$ cat src/rtl/rv_wb_pkg.sv
// Shared widths and the write-request record for the writeback arbiter.
package rv_wb_pkg;
  localparam int WB_DATA_WIDTH    = 32;
  localparam int WB_ADDRESS_WIDTH = 5;

  typedef struct packed {
    logic [WB_ADDRESS_WIDTH-1:0] rd;
    logic [WB_DATA_WIDTH-1:0]    data;
  } wb_req_t;
endpackage

$ cat src/rtl/regfile_wb_arbiter_if.sv
// MDU result handshake: producer drives valid/rd/data, arbiter answers ready.
interface regfile_wb_arbiter_if #(
  parameter int DATA_WIDTH    = 32,
  parameter int ADDRESS_WIDTH = 5
);
  logic                     valid;
  logic                     ready;
  logic [ADDRESS_WIDTH-1:0] rd;
  logic [DATA_WIDTH-1:0]    data;

  modport master (output valid, rd, data, input ready);
  modport slave  (input valid, rd, data, output ready);
endinterface

$ cat src/rtl/wb_fifo.sv
// Small circular buffer for MDU results; head is visible combinationally.
module wb_fifo import rv_wb_pkg::*; #(
  parameter int  DEPTH = 2,
  parameter type T     = wb_req_t
) (
  input  logic clk,
  input  logic rst_n,
  input  logic push_i,
  input  T     din_i,
  input  logic pop_i,
  output T     dout_o,
  output logic full_o,
  output logic empty_o
);
  localparam int PW = (DEPTH > 1) ? $clog2(DEPTH) : 1;
  localparam int CW = $clog2(DEPTH + 1);

  T              mem_q [DEPTH];
  logic [PW-1:0] wr_q, rd_q;
  logic [CW-1:0] cnt_q;
  logic          do_push, do_pop;

  function automatic logic [PW-1:0] bump(input logic [PW-1:0] p);
    return (p == PW'(DEPTH - 1)) ? '0 : p + PW'(1);
  endfunction

  assign full_o  = (cnt_q == CW'(DEPTH));
  assign empty_o = (cnt_q == '0);
  assign do_push = push_i & ~full_o;
  assign do_pop  = pop_i & ~empty_o;
  assign dout_o  = mem_q[rd_q];

  always_ff @(posedge clk or negedge rst_n) begin
    if (!rst_n) begin
      wr_q  <= '0;
      rd_q  <= '0;
      cnt_q <= '0;
    end else begin
      if (do_push) wr_q <= bump(wr_q);
      if (do_pop)  rd_q <= bump(rd_q);
      cnt_q <= cnt_q + CW'(do_push) - CW'(do_pop);
    end
  end

  // Storage needs no reset: occupancy alone decides what is valid.
  always_ff @(posedge clk) begin
    if (do_push) mem_q[wr_q] <= din_i;
  end
endmodule

$ cat src/rtl/regfile_wb_arbiter.sv
// Shares the register-file write port between the pipeline WB stage and
// buffered MDU results, with starvation bound and a pending-write scoreboard.
module regfile_wb_arbiter import rv_wb_pkg::*; #(
  parameter int DATA_WIDTH    = WB_DATA_WIDTH,
  parameter int ADDRESS_WIDTH = WB_ADDRESS_WIDTH,
  parameter int FIFO_DEPTH    = 2,
  parameter int STARVE_LIMIT  = 4
) (
  input  logic                     clk,
  input  logic                     rst_n,
  input  logic                     pipe_wb_valid_i,
  input  logic [ADDRESS_WIDTH-1:0] pipe_wb_rd_i,
  input  logic [DATA_WIDTH-1:0]    pipe_wb_data_i,
  output logic                     pipe_stall_o,
  input  logic                     mdu_issue_valid_i,
  input  logic [ADDRESS_WIDTH-1:0] mdu_issue_rd_i,
  regfile_wb_arbiter_if.slave      mdu_res,
  input  logic [ADDRESS_WIDTH-1:0] rs1_i,
  input  logic [ADDRESS_WIDTH-1:0] rs2_i,
  output logic                     rs1_busy_o,
  output logic                     rs2_busy_o,
  output logic                     rf_we_o,
  output logic [ADDRESS_WIDTH-1:0] rf_a3_o,
  output logic [DATA_WIDTH-1:0]    rf_wd3_o
);
  localparam int SW = $clog2(STARVE_LIMIT + 1);
  localparam int NR = 2 ** ADDRESS_WIDTH;

  typedef struct packed {
    logic [ADDRESS_WIDTH-1:0] rd;
    logic [DATA_WIDTH-1:0]    data;
  } req_t;

  req_t          push_req, head;
  logic          full, empty, head_win, head_wr, pipe_wr;
  logic [SW-1:0] starve_q, starve_d;
  logic [NR-1:0] busy_q, busy_d, busy_set, busy_clr;

  assign push_req.rd   = mdu_res.rd;
  assign push_req.data = mdu_res.data;
  assign mdu_res.ready = ~full;

  wb_fifo #(.DEPTH(FIFO_DEPTH), .T(req_t)) u_fifo (
    .clk     (clk),
    .rst_n   (rst_n),
    .push_i  (mdu_res.valid),
    .din_i   (push_req),
    .pop_i   (head_win),
    .dout_o  (head),
    .full_o  (full),
    .empty_o (empty)
  );

  // An rd=0 head still wins (and is dropped) but leaves the port to the pipeline.
  assign head_win = ~empty & (~pipe_wb_valid_i | (starve_q >= SW'(STARVE_LIMIT)));
  assign head_wr  = head_win & (head.rd != '0);
  assign pipe_wr  = pipe_wb_valid_i & (pipe_wb_rd_i != '0) & ~head_wr;

  assign pipe_stall_o = rst_n & pipe_wb_valid_i & (pipe_wb_rd_i != '0) & head_wr;
  assign rf_we_o      = rst_n & (head_wr | pipe_wr);
  assign rf_a3_o      = head_wr ? head.rd   : pipe_wb_rd_i;
  assign rf_wd3_o     = head_wr ? head.data : pipe_wb_data_i;

  always_comb begin
    starve_d = starve_q;
    if (head_win)                                    starve_d = '0;
    else if (!empty && starve_q != SW'(STARVE_LIMIT)) starve_d = starve_q + SW'(1);
  end

  // Set beats clear so a re-issue to the register being retired stays pending.
  always_comb begin
    busy_set = '0;
    busy_clr = '0;
    if (mdu_issue_valid_i) busy_set[mdu_issue_rd_i] = 1'b1;
    if (head_win)          busy_clr[head.rd]        = 1'b1;
    busy_d    = (busy_q & ~busy_clr) | busy_set;
    busy_d[0] = 1'b0;
  end

  always_ff @(posedge clk or negedge rst_n) begin
    if (!rst_n) begin
      starve_q <= '0;
      busy_q   <= '0;
    end else begin
      starve_q <= starve_d;
      busy_q   <= busy_d;
    end
  end

  assign rs1_busy_o = busy_q[rs1_i];
  assign rs2_busy_o = busy_q[rs2_i];
endmodule

$ cat src/flat_wrapper.sv
// flat-port wrapper written by rule: the top's interface ports become plain ports
module regfile_wb_arbiter_flat import rv_wb_pkg::*;
#(
  parameter int DATA_WIDTH    = WB_DATA_WIDTH,
  parameter int ADDRESS_WIDTH = WB_ADDRESS_WIDTH,
  parameter int FIFO_DEPTH    = 2,
  parameter int STARVE_LIMIT  = 4
)
  (clk, rst_n, pipe_wb_valid_i, pipe_wb_rd_i, pipe_wb_data_i, pipe_stall_o, mdu_issue_valid_i, mdu_issue_rd_i, rs1_i, rs2_i, rs1_busy_o, rs2_busy_o, rf_we_o, rf_a3_o, rf_wd3_o, mdu_res_valid, mdu_res_rd, mdu_res_data, mdu_res_ready);
  regfile_wb_arbiter_if #(.DATA_WIDTH(DATA_WIDTH), .ADDRESS_WIDTH(ADDRESS_WIDTH)) mdu_res_i ();
  input  logic clk;
  input  logic rst_n;
  input  logic pipe_wb_valid_i;
  input  logic [ADDRESS_WIDTH-1:0] pipe_wb_rd_i;
  input  logic [DATA_WIDTH-1:0] pipe_wb_data_i;
  output logic pipe_stall_o;
  input  logic mdu_issue_valid_i;
  input  logic [ADDRESS_WIDTH-1:0] mdu_issue_rd_i;
  input  logic [ADDRESS_WIDTH-1:0] rs1_i;
  input  logic [ADDRESS_WIDTH-1:0] rs2_i;
  output logic rs1_busy_o;
  output logic rs2_busy_o;
  output logic rf_we_o;
  output logic [ADDRESS_WIDTH-1:0] rf_a3_o;
  output logic [DATA_WIDTH-1:0] rf_wd3_o;
  input wire logic [$bits(mdu_res_i.valid)-1:0] mdu_res_valid;
  input wire logic [$bits(mdu_res_i.rd)-1:0] mdu_res_rd;
  input wire logic [$bits(mdu_res_i.data)-1:0] mdu_res_data;
  output wire logic [$bits(mdu_res_i.ready)-1:0] mdu_res_ready;
  assign mdu_res_i.valid = mdu_res_valid;
  assign mdu_res_i.rd = mdu_res_rd;
  assign mdu_res_i.data = mdu_res_data;
  assign mdu_res_ready = mdu_res_i.ready;
  regfile_wb_arbiter #(.DATA_WIDTH(DATA_WIDTH), .ADDRESS_WIDTH(ADDRESS_WIDTH), .FIFO_DEPTH(FIFO_DEPTH), .STARVE_LIMIT(STARVE_LIMIT)) u_core (.clk(clk), .rst_n(rst_n), .pipe_wb_valid_i(pipe_wb_valid_i), .pipe_wb_rd_i(pipe_wb_rd_i), .pipe_wb_data_i(pipe_wb_data_i), .pipe_stall_o(pipe_stall_o), .mdu_issue_valid_i(mdu_issue_valid_i), .mdu_issue_rd_i(mdu_issue_rd_i), .mdu_res(mdu_res_i), .rs1_i(rs1_i), .rs2_i(rs2_i), .rs1_busy_o(rs1_busy_o), .rs2_busy_o(rs2_busy_o), .rf_we_o(rf_we_o), .rf_a3_o(rf_a3_o), .rf_wd3_o(rf_wd3_o));
endmodule
$ cat config.mk
export PLATFORM = sky130hd
export DESIGN_NAME = regfile_wb_arbiter_flat
export DESIGN_NICKNAME = d
export VERILOG_FILES = /design/src/rtl/rv_wb_pkg.sv /design/src/rtl/regfile_wb_arbiter_if.sv /design/src/rtl/wb_fifo.sv /design/src/rtl/regfile_wb_arbiter.sv /design/src/flat_wrapper.sv
export SDC_FILE = /design/constraint.sdc
export NUM_CORES = 1
export LEC_CHECK = 0
export CORE_ASPECT_RATIO = 1.5
export CORE_MARGIN = 4
export CORE_UTILIZATION = 30
export CTS_CLUSTER_SIZE = 40
export DETAILED_ROUTE_END_ITERATION = 10
export SLEW_MARGIN = 25
export SYNTH_ARGS = -nofsm -noshare
export SYNTH_HDL_FRONTEND = slang
export SYNTH_SLANG_ARGS = --single-unit
$ cat constraint.sdc
create_clock -name clk -period 3.4 [get_ports clk]
set_input_delay 0.34 -clock clk [delete_from_list [all_inputs] [get_ports clk]]
set_output_delay 0.34 -clock clk [all_outputs]
set_load 0.05 [all_outputs]
Word level (Yosys, flattened, before mapping)
Memories as Yosys holds them, arrays and structs flattened.
Index checks and enable logic that the tools add are counted.
- memories kept: 1
- logic and storage cells: 65
- memory bits (writable): 74
- flip-flop bits (word level): 38
- output and inout port bits: 42
- bitwise logic cells: 19
- eq/ne operators: 2
- reduce and logical (&&, ||, !) cells: 8
- mux-type cells: 18
- add/subtract/negate cells: 5
- order comparisons: 7
- memories (memory ; words ; bits a word ; rd ports ; clocked after Yosys merged registers in ; wr ports ; RTL line ; source):
    u_core.u_fifo.mem_q ; 2 ; 37 ; 1 ; 0 ; 1 ; wb_fifo.sv:18 ; T mem_q [DEPTH];
- operators with widths (kind ; count):
    2-to-1 mux 32 bit ; 3
    bitwise AND 32 bit ; 1
    NOT 32 bit ; 1
    bitwise OR 32 bit ; 1
    less-than comparator 5 x 6 -> 1 bit, second input constant ; 4
    bitwise AND 1 bit ; 10
    binary-select mux 1 bit (select 5 bit) ; 2
    demux 1 bit (select 5 bit) ; 2
    greater-or-equal comparator 5 x 1 -> 1 bit, second input constant ; 2
    nonzero test 5 bit ; 2
    2-to-1 mux 1 bit ; 8
    2-to-1 mux 3 bit ; 2
    2-to-1 mux 5 bit ; 1
    NOT 1 bit ; 4
    adder 3 x 1 -> 3 bit, second input constant ; 1
    greater-or-equal comparator 3 bit, second input constant ; 1
    logical AND 1 bit ; 3
    inequality test 3 bit, second input constant ; 1
    adder 1 bit, second input constant ; 2
    adder 2 x 1 -> 2 bit ; 1
    equality test 2 bit, second input constant ; 1
    logical NOT 2 bit ; 1
    bitwise OR 1 bit ; 2
    nonzero test 2 bit ; 1
    other kinds (2) ; 2

Longest topological paths before layout
An unclocked memory read counts as a cell.
- depth after elaboration: 9
- depth in mapped cells: 8
- gate-level depth less buffers: 8

Hierarchy
From an unflattened synthesis, not the netlist that was laid out.
- cell total of the unflattened synthesis: 392
- area, all modules: 5495.3 um2
- modules (own cells, without submodules) (module ; area an instance (um2) ; instances ; cells an instance ; sequential area each (um2)):
    wb_fifo ; 2950.3 ; 1 ; 133 ; 2322.2
    regfile_wb_arbiter ; 2544.9 ; 1 ; 259 ; 850.8

Worst setup path after synthesis
No wires, ideal clock.
- kind: register -> register
- start point: register u_core.u_fifo.cnt_q[0]
- end point: memory u_core.u_fifo.mem_q[0][0] (netlist name) (enable)
- stages on the path, launching flop included: 4
- clock period less this slack: 3.040 ns
- data arrival time: 2.609 ns
- setup time: 0.431 ns
- buffers on the path: 0
- path slack: 0.360 ns
- cells stage by stage: dfrtp_1 nand2b_1 nand2_1 nor2_1
- word-level cells in the longest chain between the ends: 5
- ends and longest elaborated chain (item ; RTL line ; source):
    from (decl) ; wb_fifo.sv:20 ; logic [CW-1:0] cnt_q;
    from (signal assigned) ; wb_fifo.sv:41 ; cnt_q <= cnt_q + CW'(do_push) - CW'(do_pop);
    equality test 2 bit ; wb_fifo.sv:27 ; assign full_o = (cnt_q == CW'(DEPTH));
    NOT 1 bit ; n/a ;
    net mdu_res_ready ; flat_wrapper.sv:29 ; output wire logic [$bits(mdu_res_i.ready)-1:0] mdu_res_ready;
    bitwise AND 1 bit ; wb_fifo.sv:29 ; assign do_push = push_i & ~full_o;
    2-to-1 mux 1 bit ; wb_fifo.sv:47 ; if (do_push) mem_q[wr_q] <= din_i;
    2-to-1 mux 1 bit (implied by the code) ; wb_fifo.sv:47 ;
    to (decl) ; wb_fifo.sv:18 ;
The timed path passes the listed nets, and every way through them passes these cells.

Worst setup path in the final report
- start point: register u_core.u_fifo.rd_q
- end point: output rf_wd3_o[14]
- word-level cells in the longest chain between the ends: 4
- ends and longest elaborated chain (item ; RTL line ; source):
    from (decl) ; wb_fifo.sv:19 ; logic [PW-1:0] wr_q, rd_q;
    from (signal assigned) ; wb_fifo.sv:40 ; if (do_pop) rd_q <= bump(rd_q);
    memory read (2 x 37 bit) * ; n/a ;
    nonzero test 5 bit ; regfile_wb_arbiter.sv:56 ; assign head_wr = head_win & (head.rd != '0);
    bitwise AND 1 bit ; regfile_wb_arbiter.sv:56 ;
    2-to-1 mux 32 bit * ; regfile_wb_arbiter.sv:62 ; assign rf_wd3_o = head_wr ? head.data : pipe_wb_data_i;
    to (decl) ; flat_wrapper.sv:25 ; output logic [DATA_WIDTH-1:0] rf_wd3_o;
Every way passes the cells marked *; elsewhere a longest branch is shown, timed or not.

==> impl_metrics.tcl <==
set metrics [dict create \
    placedCellCount 733 \
    syn_nets 491 \
    clkLatencyLatePin_ns 0.35 \
    synth_top_area_share_pct 41.2 \
    synth_area_per_cell_um2 13.7 \
    mostFrequentLayoutCells "sky130_fd_sc_hd__clkdlybuf4s50_1, sky130_fd_sc_hd__edfxtp_1, sky130_fd_sc_hd__mux2_2" \
    synth_enable_flop_cells 74 \
    pwr_density_cell_nw_per_um2 813 \
    worst_setup_path_end_kind "output port" \
    critPathRequiredTime_ns 3.06 \
    inserted_clock_buffers 9 \
    cts_hold_buf 0 \
    grt_setup_unrepaired "false" \
    ys_top_cells_by_area "sky130_fd_sc_hd__edfxtp_1, sky130_fd_sc_hd__dfrtp_1, sky130_fd_sc_hd__mux2_2" \
    final_net_count 628 \
    postSynth.topFlopCell "sky130_fd_sc_hd__edfxtp_1" \
    p_leak_nw 2.64 \
    worstPathCellList "mux2i_1 > nand3_1 > o21ai_4 > mux2_1 > clkdlybuf4s50_1" \
    diodes 0 \
    r2r-start "u_core.u_fifo.rd_q" \
    postCtsSetupRepairBufs 0 \
    grt_remaining_overflow 0 \
    syn-instance-count 394 \
    synthesis.area_um2 5390 \
    irDropWorstVdd_uv 503 \
    flow.area_growth_from_synthesis_pct 33.7 \
    grt_antenna_before_repair 0 \
    number_of_nets_with_antenna_violations_after_detailed_routing 0 \
    floorplan.initialDensity_pct 30.8 \
    timing.final.hold_violations 0 \
    status "complete, no violations" \
    hold_ws_ns 0.448 \
    global_route.usage.total_pct 13.3 \
    post_dp_cell_area_um2 6920 \
    final_layout_size_suffix_gt1_share_pct 25.2 \
    worstPathMaxFanout 8 \
    hpwl_mm 10.4 \
    yosysUniqueCellTypes 38 \
    vias 3804 \
    sequential_element_share_of_the_synthesized_area_pct 58.8 \
    critPathTopFamily "multiplexers" \
    mean_routed_wirelength_per_cell_um 17.8 \
    worst_clock_skew_ns 0.00865 \
    fp.dieW_um 117 \
    detailedRoute.firstPassIterationCount 4 \
    h-tree-depth 3 \
    dieHeight_um 172 \
    row_count 59 \
    path_class "reg2out" \
    cts.sinks 112 \
    timing.max_slew.rel_slack_pct 39.5 \
    worstPathArrival_ns 2.87 \
    layout.cells.non_filler 749 \
    floorplan.die_area_um2 20200 \
    min_path_type "in2async" \
    via_count_of_the_first_global_routing_pass 3969 \
    sort_of_element_at_the_start_of_the_critical_path "flop" \
    timing.setup.tns_ns 0 \
    core_area_um2 17500 \
    drv.max_cap_violation_count 0 \
    grt_pass1_wl_mm 21.2 \
    yosysTopAreaCell "sky130_fd_sc_hd__edfxtp_1" \
    wirelength_mm 13.4 \
    critical_path.n_buffers_inverters 1 \
    port-buffer-count 135 \
    clock.fmax_mhz 312 \
    via_per_inst 5.08 \
    cts_root_buffer "sky130_fd_sc_hd__clkbuf_16" \
    crit_start "u_core.u_fifo.rd_q" \
    cp_max_delay_cell "sky130_fd_sc_hd__clkdlybuf4s50_1" \
    worst_path_largest_cell_delay_ns 0.70 \
    count_of_final_setup_violators 0 \
    final-max-slew-violation-count 0 \
    globalplace.congestion 0.832 \
    design_area_um2 7210 \
    synth-seq-cells 112 \
    final.period_utilization_pct 94.3 \
    cts.repair.resized 0 \
    clock_tree_from_tritoncts "done" \
    io-pin-count 136 \
    tightest_slew_ns 0.907 \
    most_common_cell_after_layout_fill_and_taps_aside "sky130_fd_sc_hd__clkdlybuf4s50_1" \
    pin_count_of_the_biggest_net_entering_global_routing 39 \
    asyncSetResetFlopFracSynth_pct 33.9 \
    clk_path_buf_depth 2 \
    detail_route.iter0.violations 133 \
    post_route_drc 0 \
    timing.final.crit_period_ns 3.21 \
    ys.warnings.count 0 \
    clk_transition_reported_paths_ns 0.08 \
]
## power breakdown
group          switching (W)  internal, W  total, W
logic                0.00158      0.00108   0.00266
clock network       0.000508     0.000515   0.00102
registers           0.000258      0.00192   0.00218
total                0.00235      0.00351   0.00586
## worst reg2reg max path, delay by kind of cell (launching register included)
family                 cells  cell delay, ns
buffers and inverters      1            0.26
DFF                        1            0.45
AOI/OAI and AO/OA          3            0.90
and+or+nand+nor            1            0.23
## Yosys cell counts (2+ instances only)
library cell,number
sky130_fd_sc_hd__edfxtp_1,74
sky130_fd_sc_hd__mux2_2,65
sky130_fd_sc_hd__o21ai_0,63
sky130_fd_sc_hd__dfrtp_1,38
sky130_fd_sc_hd__mux2i_1,23
sky130_fd_sc_hd__nand3_1,18
sky130_fd_sc_hd__nor2_1,10
sky130_fd_sc_hd__a21oi_1,7
sky130_fd_sc_hd__clkbuf_1,6
sky130_fd_sc_hd__mux4_2,6
sky130_fd_sc_hd__nand2_1,6
sky130_fd_sc_hd__nand2b_1,6
sky130_fd_sc_hd__o211ai_1,6
sky130_fd_sc_hd__inv_1,5
sky130_fd_sc_hd__mux2_1,5
sky130_fd_sc_hd__nand3b_1,5
sky130_fd_sc_hd__a22oi_1,4
sky130_fd_sc_hd__buf_2,4
sky130_fd_sc_hd__nor2b_1,4
sky130_fd_sc_hd__xnor2_1,4
sky130_fd_sc_hd__a22o_1,3
sky130_fd_sc_hd__and3b_1,3
sky130_fd_sc_hd__buf_4,3
sky130_fd_sc_hd__ha_1,3
sky130_fd_sc_hd__a211oi_1,2
sky130_fd_sc_hd__and3_1,2
sky130_fd_sc_hd__buf_6,2
sky130_fd_sc_hd__nand4_1,2
sky130_fd_sc_hd__nor3_1,2
sky130_fd_sc_hd__nor3b_1,2
sky130_fd_sc_hd__o2111ai_1,2
sky130_fd_sc_hd__o2bb2ai_1,2
sky130_fd_sc_hd__or3b_2,2
## sequential cells by signal, summed over array words and instances (netlist names)
name	flops
u_core.u_fifo.wr_q	1
u_core.starve_q	3
u_core.u_fifo.cnt_q	2
u_core.u_fifo.mem_q	74
u_core.u_fifo.rd_q	1
u_core.busy_q	31
## path summary, 6_finish.rpt
path | to | slack [ns] | cells past startpoint
setup / recovery | rf_wd3_o[14] | 0.19 | 5
hold / removal | u_core.starve_q[2] | 0.45 | 2
setup reg to reg | u_core.busy_q[22] | 1.46 | 5
hold reg to reg | u_core.starve_q[2] | 0.51 | 1
max in group asynchronous | u_core.u_fifo.rd_q | 2.58 | 2
min in group clk | u_core.starve_q[2] | 0.51 | 1
## metrics by stage
step | worst slack, ns | total power (W) | util [%]
finish | 0.194 | 0.00586 | 41.2
floorplan | 0.360 | 0.00404 | -
CTS | 0.176 | 0.00595 | 41.2
global placement | 0.372 | 0.00485 | 39.6
global route | 0.0308 | 0.00621 | 41.2
detailed placement | 0.381 | 0.00491 | 39.6
## cell type report
type                            count  area (um^2)
Multi-Input combinational cell    262         2130
Fill cell                        1645        10300
Tap cell                          213          267
Clock buffer                       10          229
Sequential cell                   112         3170
Timing Repair Buffer              141         1330
Inverter                            5         18.8
Clock inverter                      6         58.8
## metal layers
| metal | global-route usage (%) | wire length, um | vias to the layer above |
|---|---|---|---|
| met1 | 14.8 | 5330 | 1844 |
| li1 | - | - | 1802 |
| met4 | 5.00 | 219 | 0 |
| met5 | 0 | 0 | - |
| met3 | 3.73 | 993 | 16 |
| met2 | 24.4 | 6820 | 142 |
## kinds of logic (layout without fill, tap and decap cells)
kind of cell | count (synthesis) | count (layout) | synth area share [%]
and+or+nand+nor | 66 | 66 | 6.98
xor gates and xnor gates | 4 | 4 | 0.650
AOI/OAI and AO/OA | 90 | 90 | 9.47
buffers and inverters | 20 | 162 | 1.97
adders and majority gates | 3 | 3 | 0.696
muxes | 99 | 99 | 21.4
DFF | 112 | 112 | 58.8
Power figures use the tool's default switching activity.
